[src/rtl/beta_imem_arbiter.sv]
// ---------------------------------------------------------------------------
// beta_imem_arbiter
// Shares the single instruction-memory port between two requesters:
//   m0 = instruction fetch stage (can kill its in-flight response on flush)
//   m1 = secondary master (debug / boot loader / prefetch)
// One outstanding transaction at a time. Round-robin between the requesters:
// the side that did not own the last finished transaction wins a tie. A
// watchdog aborts a transaction that waits too long for its response.
//
// Ports
//   clk_i, rst_i                 clock, asynchronous active-high reset
//   m0_req_i/m0_addr_i           fetch request + PC, held until m0_ready_o
//   m0_flush_i                   discard m0's in-flight response
//   m0_ready_o/m0_valid_o        accept pulse / response pulse for m0
//   m0_rdata_o                   response data (0 unless m0_valid_o)
//   m1_*                         same as m0, without flush
//   mem_req_o/mem_addr_o         request + latched address toward imem
//   mem_ready_i/mem_valid_i      imem accept / response strobes
//   mem_rdata_i                  imem response data
//   arb_owner_o                  current/last owner (0=m0, 1=m1)
//   arb_busy_o                   a transaction is in progress
//   arb_timeout_o                one-cycle pulse on watchdog abort
// ---------------------------------------------------------------------------
module beta_imem_arbiter #(
  parameter int unsigned DataWidth     = 32,
  parameter int unsigned TimeoutCycles = 255
) (
  input  logic                 clk_i,
  input  logic                 rst_i,
  input  logic                 m0_req_i,
  input  logic [DataWidth-1:0] m0_addr_i,
  input  logic                 m0_flush_i,
  output logic                 m0_ready_o,
  output logic                 m0_valid_o,
  output logic [DataWidth-1:0] m0_rdata_o,
  input  logic                 m1_req_i,
  input  logic [DataWidth-1:0] m1_addr_i,
  output logic                 m1_ready_o,
  output logic                 m1_valid_o,
  output logic [DataWidth-1:0] m1_rdata_o,
  output logic                 mem_req_o,
  output logic [DataWidth-1:0] mem_addr_o,
  input  logic                 mem_ready_i,
  input  logic                 mem_valid_i,
  input  logic [DataWidth-1:0] mem_rdata_i,
  output logic                 arb_owner_o,
  output logic                 arb_busy_o,
  output logic                 arb_timeout_o
);

  typedef enum logic [1:0] {
    IDLE  = 2'd0,
    ISSUE = 2'd1,
    WAIT  = 2'd2
  } state_t;

  // Watchdog fires when the counter reaches this value with no response.
  localparam logic [15:0] CntLast = 16'(TimeoutCycles - 1);
  localparam logic [15:0] CntMax  = 16'hFFFF;

  state_t               state_r, state_s;
  logic                 owner_r, owner_s;
  logic                 prio_r, prio_s;
  logic                 kill_r, kill_s;
  logic [15:0]          cnt_r, cnt_s;
  logic [DataWidth-1:0] addr_r, addr_s;

  logic grant_m1_s;
  logic flush_hit_s;
  logic accept_s;
  logic resp_s;
  logic expire_s;
  logic deliver_s;

  // Event decode shared by next-state and output logic.
  always_comb begin
    // On a tie the prio side wins; otherwise the lone requester wins.
    grant_m1_s  = (m0_req_i && m1_req_i) ? prio_r : m1_req_i;
    flush_hit_s = m0_flush_i && !owner_r && ((state_r == ISSUE) || (state_r == WAIT));
    accept_s    = (state_r == ISSUE) && mem_ready_i;
    resp_s      = (state_r == WAIT) && mem_valid_i;
    expire_s    = (state_r == WAIT) && !mem_valid_i && (cnt_r == CntLast);
    // A flush in the response cycle itself also suppresses the response.
    deliver_s   = resp_s && !kill_r && !flush_hit_s;
  end

  // State and datapath registers.
  always_ff @(posedge clk_i or posedge rst_i) begin
    if (rst_i) begin
      state_r <= IDLE;
      owner_r <= 1'b0;
      prio_r  <= 1'b0;
      kill_r  <= 1'b0;
      cnt_r   <= 16'd0;
      addr_r  <= '0;
    end else begin
      state_r <= state_s;
      owner_r <= owner_s;
      prio_r  <= prio_s;
      kill_r  <= kill_s;
      cnt_r   <= cnt_s;
      addr_r  <= addr_s;
    end
  end

  // Next-state and datapath update logic.
  always_comb begin
    state_s = state_r;
    owner_s = owner_r;
    prio_s  = prio_r;
    kill_s  = kill_r;
    cnt_s   = cnt_r;
    addr_s  = addr_r;
    case (state_r)
      IDLE: begin
        if (m0_req_i || m1_req_i) begin
          state_s = ISSUE;
          owner_s = grant_m1_s;
          addr_s  = grant_m1_s ? m1_addr_i : m0_addr_i;
          kill_s  = 1'b0;
        end else begin
          state_s = IDLE;
        end
      end
      ISSUE: begin
        // Requester inputs are ignored here; only the flush can mark the
        // transaction, and the memory side still completes normally.
        kill_s = kill_r || flush_hit_s;
        if (mem_ready_i) begin
          state_s = WAIT;
          cnt_s   = 16'd0;
        end else begin
          state_s = ISSUE;
        end
      end
      WAIT: begin
        if (mem_valid_i || (cnt_r == CntLast)) begin
          state_s = IDLE;
          prio_s  = ~owner_r;
          kill_s  = 1'b0;
        end else begin
          state_s = WAIT;
          kill_s  = kill_r || flush_hit_s;
          // Saturate rather than wrap so a runaway never re-arms silently.
          cnt_s   = (cnt_r != CntMax) ? (cnt_r + 16'd1) : cnt_r;
        end
      end
      default: begin
        state_s = IDLE;
        kill_s  = 1'b0;
      end
    endcase
  end

  // Output decode; ready/valid follow the memory strobes in the same cycle.
  always_comb begin
    mem_req_o     = (state_r == ISSUE);
    mem_addr_o    = addr_r;
    m0_ready_o    = accept_s && !owner_r;
    m1_ready_o    = accept_s && owner_r;
    m0_valid_o    = deliver_s && !owner_r;
    m1_valid_o    = deliver_s && owner_r;
    m0_rdata_o    = (deliver_s && !owner_r) ? mem_rdata_i : '0;
    m1_rdata_o    = (deliver_s && owner_r) ? mem_rdata_i : '0;
    arb_owner_o   = owner_r;
    arb_busy_o    = (state_r != IDLE);
    arb_timeout_o = expire_s;
  end

endmodule

[config.mk]
export PLATFORM = sky130hd
export DESIGN_NAME = beta_imem_arbiter
export DESIGN_NICKNAME = d
export VERILOG_FILES = /design/src/rtl/beta_imem_arbiter.sv
export SDC_FILE = /design/constraint.sdc
export NUM_CORES = 1
export LEC_CHECK = 0
export BUFFER_PORTS_ARGS = -buffer_cell sky130_fd_sc_hd__buf_4
export CAP_MARGIN = 25
export CORE_ASPECT_RATIO = 0.5
export CORE_MARGIN = 2
export CORE_UTILIZATION = 38
export CTS_BUF_LIST = sky130_fd_sc_hd__clkbuf_16
export DETAILED_ROUTE_END_ITERATION = 10
export MAX_ROUTING_LAYER = met4
export PLACE_DENSITY = 0.73
export SLEW_MARGIN = 20
export SYNTH_ARGS = -nofsm -noshare
export SYNTH_HDL_FRONTEND = slang
export SYNTH_SLANG_ARGS = --single-unit
[constraint.sdc]
create_clock -name clk_i -period 2 [get_ports clk_i]
set_input_delay 0.2 -clock clk_i [delete_from_list [all_inputs] [get_ports clk_i]]
set_output_delay 0.2 -clock clk_i [all_outputs]
set_load 0.03 [all_outputs]
==> results.ini <==
[drt]
drc = 0
ant_nets = 0
wl_per_cell_um = 15.3
drtPass1Iterations = 4
vias = 3378
wirelength_um = 10500
vias_per_cell = 4.92
drt_iter0_drc = 130

[yosys]
yosys_warnings = 0
synth_compound_area_share_pct = 15.3
synth_seq_cells = 53
async_flop_share_pct = 100
synth_top_family_by_area = simple AND/OR/NAND/NOR gates
ys_seq_area_share_pct = 40.5
syn_inst = 359
synth-xor-area-share_pct = 0.267
avgSynthCellArea_um2 = 9.13
synth.area.mux_share_pct = 9.77
synth_edf_count = 0
synthesis.area_um2 = 3280
ys_types = 42
synthesis.nets = 468
synthAdderAreaFrac_pct = 2.29
synthFlopType = dfrtp_1
synth-simple-area-share_pct = 26.8

[timing]
max_freq_ghz = 0.463
setup_viol = 33
maxSlewHeadroom_pct = 56.1
fin_crit_sh_pct = 108
hold_viol_final = 0
skew_ns = 0.00592
tightest_slew_ns = 0.659
setup_slack_ns = -0.160
period_minus_slack_ns = 2.16
grt_setup_unrepaired = yes
drv_slew = 0
fin_tns_setup_ns = -4.56

[die]
row_count = 23
die_area_um2 = 9430
core_region_area_um2 = 8170
die_w_um = 135
start_util_pct = 40.1
die_h_um = 69.7
ios = 207

[placement]
port_buffers = 206
place_congestion = 0.856
place_hpwl_um = 7590
dp.cells = 670

[critical_path]
path_max_fanout = 8
worst-r2r-cell-count = 8
worstSetupPathType = flop to output pin
arrival_ns = 1.96
reg2reg_slack_ns = 0.11
reg2reg_to = kill_r$_DFFE_PP0P_
cp-end-kind = output pin
cp.required_ns = 1.80
r2r-start = cnt_r[0]$_DFFE_PP0P_
start_kind = flop

[pwr]
power.leakage_uw = 0.00283
vdd_drop_max_mv = 0.861
p_per_area_nw_per_um2 = 1130

[clock_tree]
cts_max_level = 2
numClockSinks = 53
path_clk_slew_ns = 0.07
cts_tree = yes
cts-root-buf = clkbuf_16
cts_buffer_depth = 2
cts_hold_buf = 0
clk_latency_ns = 0.30
numCtsBuffers = 5

[finish]
area_growth_pct = 69.9
layout_commonest_cell = buf_4
final_cell_mix = buf_4 (190), dfrtp_1 (53), o21ai_0 (49)
finalNonFillerCells = 687
final_util_pct = 68.1
fin_nets = 683
diodes = 0
drive_above_1_share_pct = 51.1

[global_routing]
antenna_found_initial = 0
grt_pass1_vias = 3338
grt-ovfl-total = 0
grt_usage_pct = 22.5
grt_max_degree = 58
grt_pass1_wl_um = 16800

[run_status]
status = complete, but fails checks
violations = setup timing

[job]
drv_cap = 0

[min_path]
min-delay-path-class = primary input to async pin

## final cells by class
type,count,area (um2)
multi-input combinational,273,1940
clock inverter,3,50.0
timing repair buffer,231,1950
fill,647,2610
sequential,53,1330
clock buffer,5,125
inverter,10,37.5
tap,112,140
## cells by family (layout without fill, tap and decap cells)
| group | after synthesis | count (layout) |
|---|---|---|
| muxes | 32 | 32 |
| AOI/OAI and AO/OA | 79 | 79 |
| and+or+nand+nor | 155 | 155 |
| buffers and inverters | 33 | 249 |
| DFF | 53 | 53 |
| xor gates and xnor gates | 1 | 1 |
| adders and majority gates | 6 | 6 |
## registers in the layout, indices dropped and copies added, names as in the netlist
register / flops
arb_owner_o: 1
cnt_r: 16
kill_r: 1
mem_addr_o: 32
prio_r: 1
state_r: 2
## where the power goes
part           switching (uW)  total, uW  internal (uW)  leakage [uW]
clock                     417       1020            602     0.0000859
combinational            2120       3570           1460       0.00207
sequential                239       1700           1460      0.000679
## worst max-delay path by stage
| stage | startpoint | end |
|---|---|---|
| 3_3_place_gp | state_r[0]$_DFF_PP0_ | m0_rdata_o[22] |
| 5_1_grt | state_r[0]$_DFF_PP0_ | m0_rdata_o[19] |
| 4_1_cts | state_r[0]$_DFF_PP0_ | m0_rdata_o[9] |
| 6_report | state_r[0]$_DFF_PP0_ | m0_rdata_o[19] |
| 3_5_place_dp | state_r[0]$_DFF_PP0_ | m0_rdata_o[27] |
| 2_1_floorplan | state_r[0]$_DFF_PP0_ | m0_rdata_o[22] |
## per-stage QoR
stage | total power, uW | area [um2] | hold slack, ns | worst slack [ns]
after floorplan | 3660 | 3290 | 0.347 | -0.0425
after global placement | 4960 | 5050 | 0.432 | 0.123
after detailed placement | 5010 | 5050 | 0.432 | 0.0558
after CTS | 6280 | 5530 | 0.114 | -0.149
after global routing | 6680 | 5570 | 0.150 | -0.222
final | 6300 | 5570 | 0.0764 | -0.160
## layer usage
metal | wire, um | share of wire [%] | track usage, %
met4 | 166 | 1.6 | 5.32
met5 | 0 | 0 | -
met3 | 471 | 4.5 | 3.73
met2 | 5460 | 52 | 40.0
met1 | 4400 | 42 | 26.7
## synthesized netlist by cell type, types with 2 or more instances
library cell   n  area [um2]
and2_1        66         413
dfrtp_1       53        1330
o21ai_0       51         255
nand2_1       47         176
mux2i_1       32         320
clkbuf_1      14        52.6
nand4_1       10        62.6
inv_1          9        33.8
nand3_1        9        45.0
a21oi_1        7        35.0
ha_1           6        75.1
buf_4          5        37.5
nor2_1         5        18.8
a31oi_1        4        25.0
and3_1         3        18.8
and4_1         3        26.3
buf_6          3        33.8
nor3_1         3        15.0
o21ai_1        3        15.0
nand2b_1       2        12.5
o311ai_1       2        17.5
o311ai_2       2        32.5
## critical path, stage by stage, from the launching register on
cell and delay, ns:
dfrtp_1 0.42, inv_2 0.12, ha_4 0.22, a2111oi_4 0.30, buf_6 0.19, clkbuf_16 0.15
and2_4 0.14, buf_6 0.12
## what timing repair did
action / 4_1_cts / 5_1_grt
gates resized for setup: 57 / 23
pin swaps: 18 / 11
buffers inserted: 7 / 1
endpoints found under the setup margin: 65 / 44
cloned: 2 / 1
Power figures use the tool's default switching activity.
